**src/rtl/enemy_shot_controller_pkg.sv**
```systemverilog
// enemy_shot_controller_pkg: game constants shared by the enemy-shot controller, engine and renderer.
// The constants are the grid geometry, the sprite sizes, the screen limits, the NO_SHOT_ID encoding and the controller state encoding.
package enemy_shot_controller_pkg;
  localparam int N_ENEMIES = 24;
  localparam int COLS      = 8;
  localparam int SPACING_X = 48;
  localparam int SPACING_Y = 40;
  localparam int ENEMY_W   = 32;
  localparam int ENEMY_H   = 24;
  localparam int SHOT_W    = 4;
  localparam int SHOT_H    = 8;
  localparam int SHOT_DY   = 4;
  localparam int SCREEN_H  = 480;
  localparam int PLAYER_Y  = 440;
  localparam int PLAYER_W  = 32;
  localparam int PLAYER_H  = 16;
  localparam logic [5:0] NO_SHOT_ID = 6'(N_ENEMIES);
  localparam logic [1:0] ST_IDLE = 2'd0;
  localparam logic [1:0] ST_FLY  = 2'd1;
  localparam logic [1:0] ST_DEAD = 2'd2;
  typedef enum logic [1:0] {IDLE = ST_IDLE, FLY = ST_FLY, DEAD = ST_DEAD} state_t;
endpackage

```
**src/rtl/enemy_shot_controller_if.sv**
```systemverilog
// enemy_shot_controller_if: engine/renderer <-> enemy-shot controller signal bundle.
// Engine side (master) drives shooter_id, enemy_vivos, formation_x/y and player_x.
// Controller side (slave) drives shot_active, shot_x/y, shot_accepted and jogador_vivo.
interface enemy_shot_controller_if;
  import enemy_shot_controller_pkg::*;
  logic [5:0]           shooter_id;
  logic [N_ENEMIES-1:0] enemy_vivos;
  logic [9:0]           formation_x;
  logic [9:0]           formation_y;
  logic [9:0]           player_x;
  logic                 shot_active;
  logic [9:0]           shot_x;
  logic [9:0]           shot_y;
  logic                 shot_accepted;
  logic                 jogador_vivo;
  modport master (
    output shooter_id, enemy_vivos, formation_x, formation_y, player_x,
    input  shot_active, shot_x, shot_y, shot_accepted, jogador_vivo
  );
  modport slave (
    input  shooter_id, enemy_vivos, formation_x, formation_y, player_x,
    output shot_active, shot_x, shot_y, shot_accepted, jogador_vivo
  );
endinterface

```
**src/rtl/enemy_slot_pos.sv**
```systemverilog
// enemy_slot_pos: combinational decoder from an enemy id to the top-left corner of its grid slot.
// Ports: id_i is the enemy id, origin_x_i/origin_y_i is the formation origin,
// and x_o/y_o is the slot corner as an 11-bit value so that callers can add offsets before truncating.
module enemy_slot_pos
  import enemy_shot_controller_pkg::*;
(
  input  logic [5:0]  id_i,
  input  logic [9:0]  origin_x_i,
  input  logic [9:0]  origin_y_i,
  output logic [10:0] x_o,
  output logic [10:0] y_o
);
  logic [5:0] row, col;
  assign row = id_i / 6'(COLS);
  assign col = id_i % 6'(COLS);
  assign x_o = 11'(origin_x_i) + 11'(col) * 11'(SPACING_X);
  assign y_o = 11'(origin_y_i) + 11'(row) * 11'(SPACING_Y);
endmodule

```
**src/rtl/enemy_shot_controller.sv**
```systemverilog
// enemy_shot_controller: spawns one enemy projectile per fire request, steps it downward and detects a hit on the player.
// Ports: clk is the clock, reset_i is a synchronous active-low reset, and restart_i is a synchronous active-high restart with the same effect.
// bus is the slave side of enemy_shot_controller_if, which carries the engine inputs and the shot/player outputs.
module enemy_shot_controller
  import enemy_shot_controller_pkg::*;
#(
  parameter int STEP_DIV = 250000
) (
  input logic clk,
  input logic reset_i,
  input logic restart_i,
  enemy_shot_controller_if.slave bus
);
  localparam int CW = STEP_DIV > 1 ? $clog2(STEP_DIV) : 1;
  state_t        state_q, state_d;
  logic [CW-1:0] cnt_q, cnt_d;
  logic [5:0]    prev_q;
  logic [9:0]    x_q, x_d, y_q, y_d;
  logic          active_q, active_d, acc_q, acc_d, alive_q, alive_d;
  logic [10:0]   slot_x, slot_y, sx, sy, px;
  logic          req, fire, hit, tick, exit_bottom;
  enemy_slot_pos u_slot (
    .id_i       (bus.shooter_id),
    .origin_x_i (bus.formation_x),
    .origin_y_i (bus.formation_y),
    .x_o        (slot_x),
    .y_o        (slot_y)
  );
  // A held id gives one request, because only a change of id counts as a new request.
  assign req  = bus.shooter_id < NO_SHOT_ID && bus.shooter_id != prev_q;
  assign fire = req && bus.enemy_vivos[bus.shooter_id[4:0]];
  assign sx   = 11'(x_q);
  assign sy   = 11'(y_q);
  assign px   = 11'(bus.player_x);
  assign hit  = sx < px + 11'(PLAYER_W) && sx + 11'(SHOT_W) > px &&
                sy < 11'(PLAYER_Y + PLAYER_H) && sy + 11'(SHOT_H) > 11'(PLAYER_Y);
  assign tick = cnt_q == CW'(STEP_DIV - 1);
  assign exit_bottom = sy + 11'(SHOT_DY + SHOT_H) > 11'(SCREEN_H);
  always_comb begin
    state_d  = state_q;
    cnt_d    = cnt_q;
    x_d      = x_q;
    y_d      = y_q;
    active_d = active_q;
    acc_d    = 1'b0;
    alive_d  = alive_q;
    unique case (state_q)
      IDLE: if (fire) begin
        x_d      = 10'(slot_x + 11'(ENEMY_W / 2 - SHOT_W / 2));
        y_d      = 10'(slot_y + 11'(ENEMY_H));
        active_d = 1'b1;
        acc_d    = 1'b1;
        cnt_d    = '0;
        state_d  = FLY;
      end
      FLY: if (hit) begin
        active_d = 1'b0;
        alive_d  = 1'b0;
        state_d  = DEAD;
      end else if (tick) begin
        cnt_d    = '0;
        y_d      = exit_bottom ? y_q : y_q + 10'(SHOT_DY);
        active_d = !exit_bottom;
        state_d  = exit_bottom ? IDLE : FLY;
      end else begin
        cnt_d = cnt_q + 1'b1;
      end
      default: begin
        active_d = 1'b0;
        alive_d  = 1'b0;
      end
    endcase
  end
  always_ff @(posedge clk) begin
    if (!reset_i || restart_i) begin
      state_q  <= IDLE;
      cnt_q    <= '0;
      prev_q   <= NO_SHOT_ID;
      x_q      <= '0;
      y_q      <= '0;
      active_q <= 1'b0;
      acc_q    <= 1'b0;
      alive_q  <= 1'b1;
    end else begin
      state_q  <= state_d;
      cnt_q    <= cnt_d;
      prev_q   <= bus.shooter_id;
      x_q      <= x_d;
      y_q      <= y_d;
      active_q <= active_d;
      acc_q    <= acc_d;
      alive_q  <= alive_d;
    end
  end
  assign bus.shot_active   = active_q;
  assign bus.shot_x        = x_q;
  assign bus.shot_y        = y_q;
  assign bus.shot_accepted = acc_q;
  assign bus.jogador_vivo  = alive_q;
endmodule

```
**src/flat_wrapper.sv**
```systemverilog
// flat-port wrapper written by rule: the top's interface ports become plain ports
module enemy_shot_controller_flat import enemy_shot_controller_pkg::*;
#(
  parameter int STEP_DIV = 250000
)
  (clk, reset_i, restart_i, bus_shooter_id, bus_enemy_vivos, bus_formation_x, bus_formation_y, bus_player_x, bus_shot_active, bus_shot_x, bus_shot_y, bus_shot_accepted, bus_jogador_vivo);
  enemy_shot_controller_if bus_i ();
  input logic clk;
  input logic reset_i;
  input logic restart_i;
  input wire logic [$bits(bus_i.shooter_id)-1:0] bus_shooter_id;
  input wire logic [$bits(bus_i.enemy_vivos)-1:0] bus_enemy_vivos;
  input wire logic [$bits(bus_i.formation_x)-1:0] bus_formation_x;
  input wire logic [$bits(bus_i.formation_y)-1:0] bus_formation_y;
  input wire logic [$bits(bus_i.player_x)-1:0] bus_player_x;
  output wire logic [$bits(bus_i.shot_active)-1:0] bus_shot_active;
  output wire logic [$bits(bus_i.shot_x)-1:0] bus_shot_x;
  output wire logic [$bits(bus_i.shot_y)-1:0] bus_shot_y;
  output wire logic [$bits(bus_i.shot_accepted)-1:0] bus_shot_accepted;
  output wire logic [$bits(bus_i.jogador_vivo)-1:0] bus_jogador_vivo;
  assign bus_i.shooter_id = bus_shooter_id;
  assign bus_i.enemy_vivos = bus_enemy_vivos;
  assign bus_i.formation_x = bus_formation_x;
  assign bus_i.formation_y = bus_formation_y;
  assign bus_i.player_x = bus_player_x;
  assign bus_shot_active = bus_i.shot_active;
  assign bus_shot_x = bus_i.shot_x;
  assign bus_shot_y = bus_i.shot_y;
  assign bus_shot_accepted = bus_i.shot_accepted;
  assign bus_jogador_vivo = bus_i.jogador_vivo;
  enemy_shot_controller #(.STEP_DIV(STEP_DIV)) u_core (.clk(clk), .reset_i(reset_i), .restart_i(restart_i), .bus(bus_i));
endmodule
```
**config.mk**
```make
export PLATFORM = sky130hd
export DESIGN_NAME = enemy_shot_controller_flat
export DESIGN_NICKNAME = d
export VERILOG_FILES = /design/src/rtl/enemy_shot_controller_pkg.sv /design/src/rtl/enemy_shot_controller_if.sv /design/src/rtl/enemy_slot_pos.sv /design/src/rtl/enemy_shot_controller.sv /design/src/flat_wrapper.sv
export SDC_FILE = /design/constraint.sdc
export NUM_CORES = 1
export LEC_CHECK = 0
export ABC_AREA = 1
export CORE_MARGIN = 5
export CORE_UTILIZATION = 50
export DETAILED_ROUTE_END_ITERATION = 7
export GPL_ROUTABILITY_DRIVEN = 0
export PLACE_DENSITY = 0.81
export SLEW_MARGIN = 10
export SYNTH_ARGS = -nofsm -noshare
export SYNTH_HDL_FRONTEND = slang
export SYNTH_SLANG_ARGS = --single-unit
```
**constraint.sdc**
```tcl
create_clock -name clk -period 5.2 [get_ports clk]
set_input_delay 1.3 -clock clk [delete_from_list [all_inputs] [get_ports clk]]
set_output_delay 1.3 -clock clk [all_outputs]
set_load 0.1 [all_outputs]
```
==> flow_summary.ini <==
[outcome]
outcome = finished clean

[pwr]
p_switching_w = 0.000413
intPower_w = 0.000660
p_leak_nw = 2.63
p_comb_share_pct = 39.5
vdd_drop_max_v = 0.000134
seqPwrFrac_pct = 39.0
p_sw_share_pct = 38.5
p_per_area_mw_per_mm2 = 192
p_clk_share_pct = 21.5
total_power_w = 0.00107

[clock_network]
cts.clk_slew.worst_paths_ps = 90
cts_tree = done
cts_buffers = 5
post_cts_resized = 0
cts-root-buf = clkbuf_8
post_cts.repair.setup_buffers = 0
worstSkewPairLatency_ps = 300
postCtsHoldBufs = 0
clock_sinks = 49
ctsHtreeMaxLevel = 2
clk_path_buf_depth = 2

[drt]
drt-initial-drc-count = 276
vias_per_cell = 5.27
drc_errors = 0
drt_wl_total_um = 12200
wl_per_cell_um = 13.3
vias = 4826
firstDrtPassIters = 5
ant_nets = 0

[floorplanning]
initial_core_util_pct = 50.8
die_area_mm2 = 0.0113
die_height_um = 106
die_x_um = 106
io_pins = 86
core_area_mm2 = 0.00915
fp-row-count = 35

[grt]
grt.overflow.total = 0
grt_max_degree = 32
first_global_vias = 4625
grt_pass1_wl_um = 20700
grtUsageTotal_pct = 21.5
antenna_found_initial = 0

[sta]
period_needed_ps = 3810
fin_skew_ps = 9.63
hold_viol = 0
slew_headroom_pct = 32.0
finalSetupViolCount = 0
period_share_pct = 73.3
report.final.slew_viol_count = 0
clock.fmax_mhz = 263
worst-slew-pin-transition_ps = 1020
setup_tns_ps = 0
rsz0062_at_grt = no

[flow_run]
maxCapViolCount = 0

[yosys]
ys_seq_area_share_pct = 21.1
synth_cell_type_count = 48
ys.warnings.count = 0
synth_nets = 844
synth_area_mm2 = 0.00465
ys_ff_latch = 49
syn_avg_cell_area_um2 = 6.36
synthCells = 730

[setup_path]
criticalPathCategory = primary input to register
worst-r2r-setup-slack_ps = 2370
crit_path_end_kind = register
reg2reg_from = u_core.bus.shot_x[4]
worstSetupStartpoint = bus_shooter_id[0]
path_max_fanout = 17
r2r_cells = 17
r2r-end = u_core.cnt_q[17]
required_ps = 5410
cp.arrival_ps = 4010
crit_path_start_kind = primary input

[hold_path]
min-delay-start = u_core.bus.jogador_vivo
hold_class = register to register
hold_end = u_core.bus.jogador_vivo
hold_path_depth = 2

[cells_and_area]
antenna_cells = 0
drive_above_1_share_pct = 4.84
fin_cells = 916
fin_nets = 919
area_delta_synth_final_pct = 20.4

[placement]
io_buffers = 85
hpwl_um = 9400
dp_cells = 909
## cell usage after synthesis, drive strengths merged
cell type | instances | area [µm²]
nand2 | 187 | 732
inv | 105 | 397
nor2 | 102 | 395
nand3 | 53 | 288
dfxtp | 49 | 981
ha | 49 | 613
a21oi | 42 | 221
o21ai | 42 | 225
xor2 | 18 | 158
buf | 14 | 128
nand4 | 12 | 75.1
nor3 | 8 | 56.3
xnor2 | 7 | 61.3
nand3b | 6 | 45.0
nor3b | 6 | 45.0
clkbuf | 5 | 18.8
nor4 | 4 | 25.0
a21o | 3 | 22.5
o211ai | 3 | 22.5
a31oi | 2 | 12.5
clkinv | 2 | 12.5
fa | 2 | 40.0
or2 | 2 | 12.5
a211oi | 1 | 7.51
a221oi | 1 | 8.76
a311oi | 1 | 8.76
a31o | 1 | 8.76
mux2i | 1 | 10.0
o22ai | 1 | 6.26
o2bb2ai | 1 | 8.76
## per-layer routing
layer | vias to the layer above | part of all wire (%) | GRT usage [%]
li1 | 2490 | - | -
met1 | 2179 | 44 | 26.2
met2 | 144 | 48 | 39.3
met3 | 13 | 6.7 | 3.76
met4 | 0 | 1.4 | 4.72
met5 | - | 0 | 0
## power groups by stage
stage | registers, W | logic (W) | clock network [W]
after floorplan | 0.000484 | 0.000244 | 0
after global placement | 0.000426 | 0.000408 | 0
after detailed placement | 0.000426 | 0.000420 | 0
after CTS | 0.000418 | 0.000422 | 0.000236
after global routing | 0.000422 | 0.000472 | 0.000254
final | 0.000418 | 0.000423 | 0.000231
## critical path: stages
cell and delay [ps]:
clkdlybuf4s50_1 860, ha_1 300, fa_1 430, ha_1 350, inv_1 80, o21ai_0 180, nand3_1 90, nand3_1 100
xnor2_1 120, nand2_1 70, o211ai_1 80, inv_1 50
## sequential cells by signal, summed over array words and instances, names as in the netlist
register and count:
u_core.bus.shot_accepted 1, u_core.bus.shot_y 10, u_core.bus.shot_active 1, u_core.prev_q 6
u_core.bus.jogador_vivo 1, u_core.state_q 2, u_core.cnt_q 18, u_core.bus.shot_x 10
## per-stage QoR
step | setup slack, ps | hold WS (ps) | cell area, µm² | util, %
after floorplan | 1960 | 455 | 4650 | -
after global placement | 1240 | 431 | 5510 | 60.2
after detailed placement | 1110 | 445 | 5510 | 60.2
after CTS | 1420 | 461 | 5590 | 61.1
after global routing | 1310 | 484 | 5590 | 61.1
final | 1390 | 454 | 5590 | 61.1
## area by class of cell
cell class | count | area (µm²)
tap | 111 | 139
fill | 831 | 3560
sequential | 49 | 981
multi-input combinational | 555 | 3110
timing repair buffer | 87 | 866
clock buffer | 7 | 86.3
inverter | 107 | 409
## cell usage in the layout (no fill, tap or decap), drive strengths merged, types with 8 or more instances in the layout
master	synthesis	layout
nand2	187	187
inv	105	105
nor2	102	102
clkdlybuf4s50	0	85
nand3	53	53
ha	49	49
dfxtp	49	49
a21oi	42	42
o21ai	42	42
xor2	18	18
nand4	12	12
nor3	8	8
## worst max-delay path by stage
stage,end
after floorplan,u_core.bus.shot_y[9]
after global placement,u_core.bus.shot_x[9]
after detailed placement,u_core.bus.shot_x[9]
after CTS,u_core.bus.shot_x[9]
after global routing,u_core.bus.shot_x[9]
final,u_core.bus.shot_x[9]
## kinds of logic (layout without fill, tap and decap cells)
group | after synthesis | count (layout) | share of synthesized area, %
multiplexers | 1 | 1 | 0.215
adder cells (fa/ha/maj) | 51 | 51 | 14.1
AND/OR/NAND/NOR | 380 | 380 | 36.0
buffers and inverters | 126 | 201 | 12.0
AO/OA/AOI/OAI | 98 | 98 | 11.9
XOR/XNOR | 25 | 25 | 4.71
flip-flops | 49 | 49 | 21.1
(Power assumes the default switching activity.)
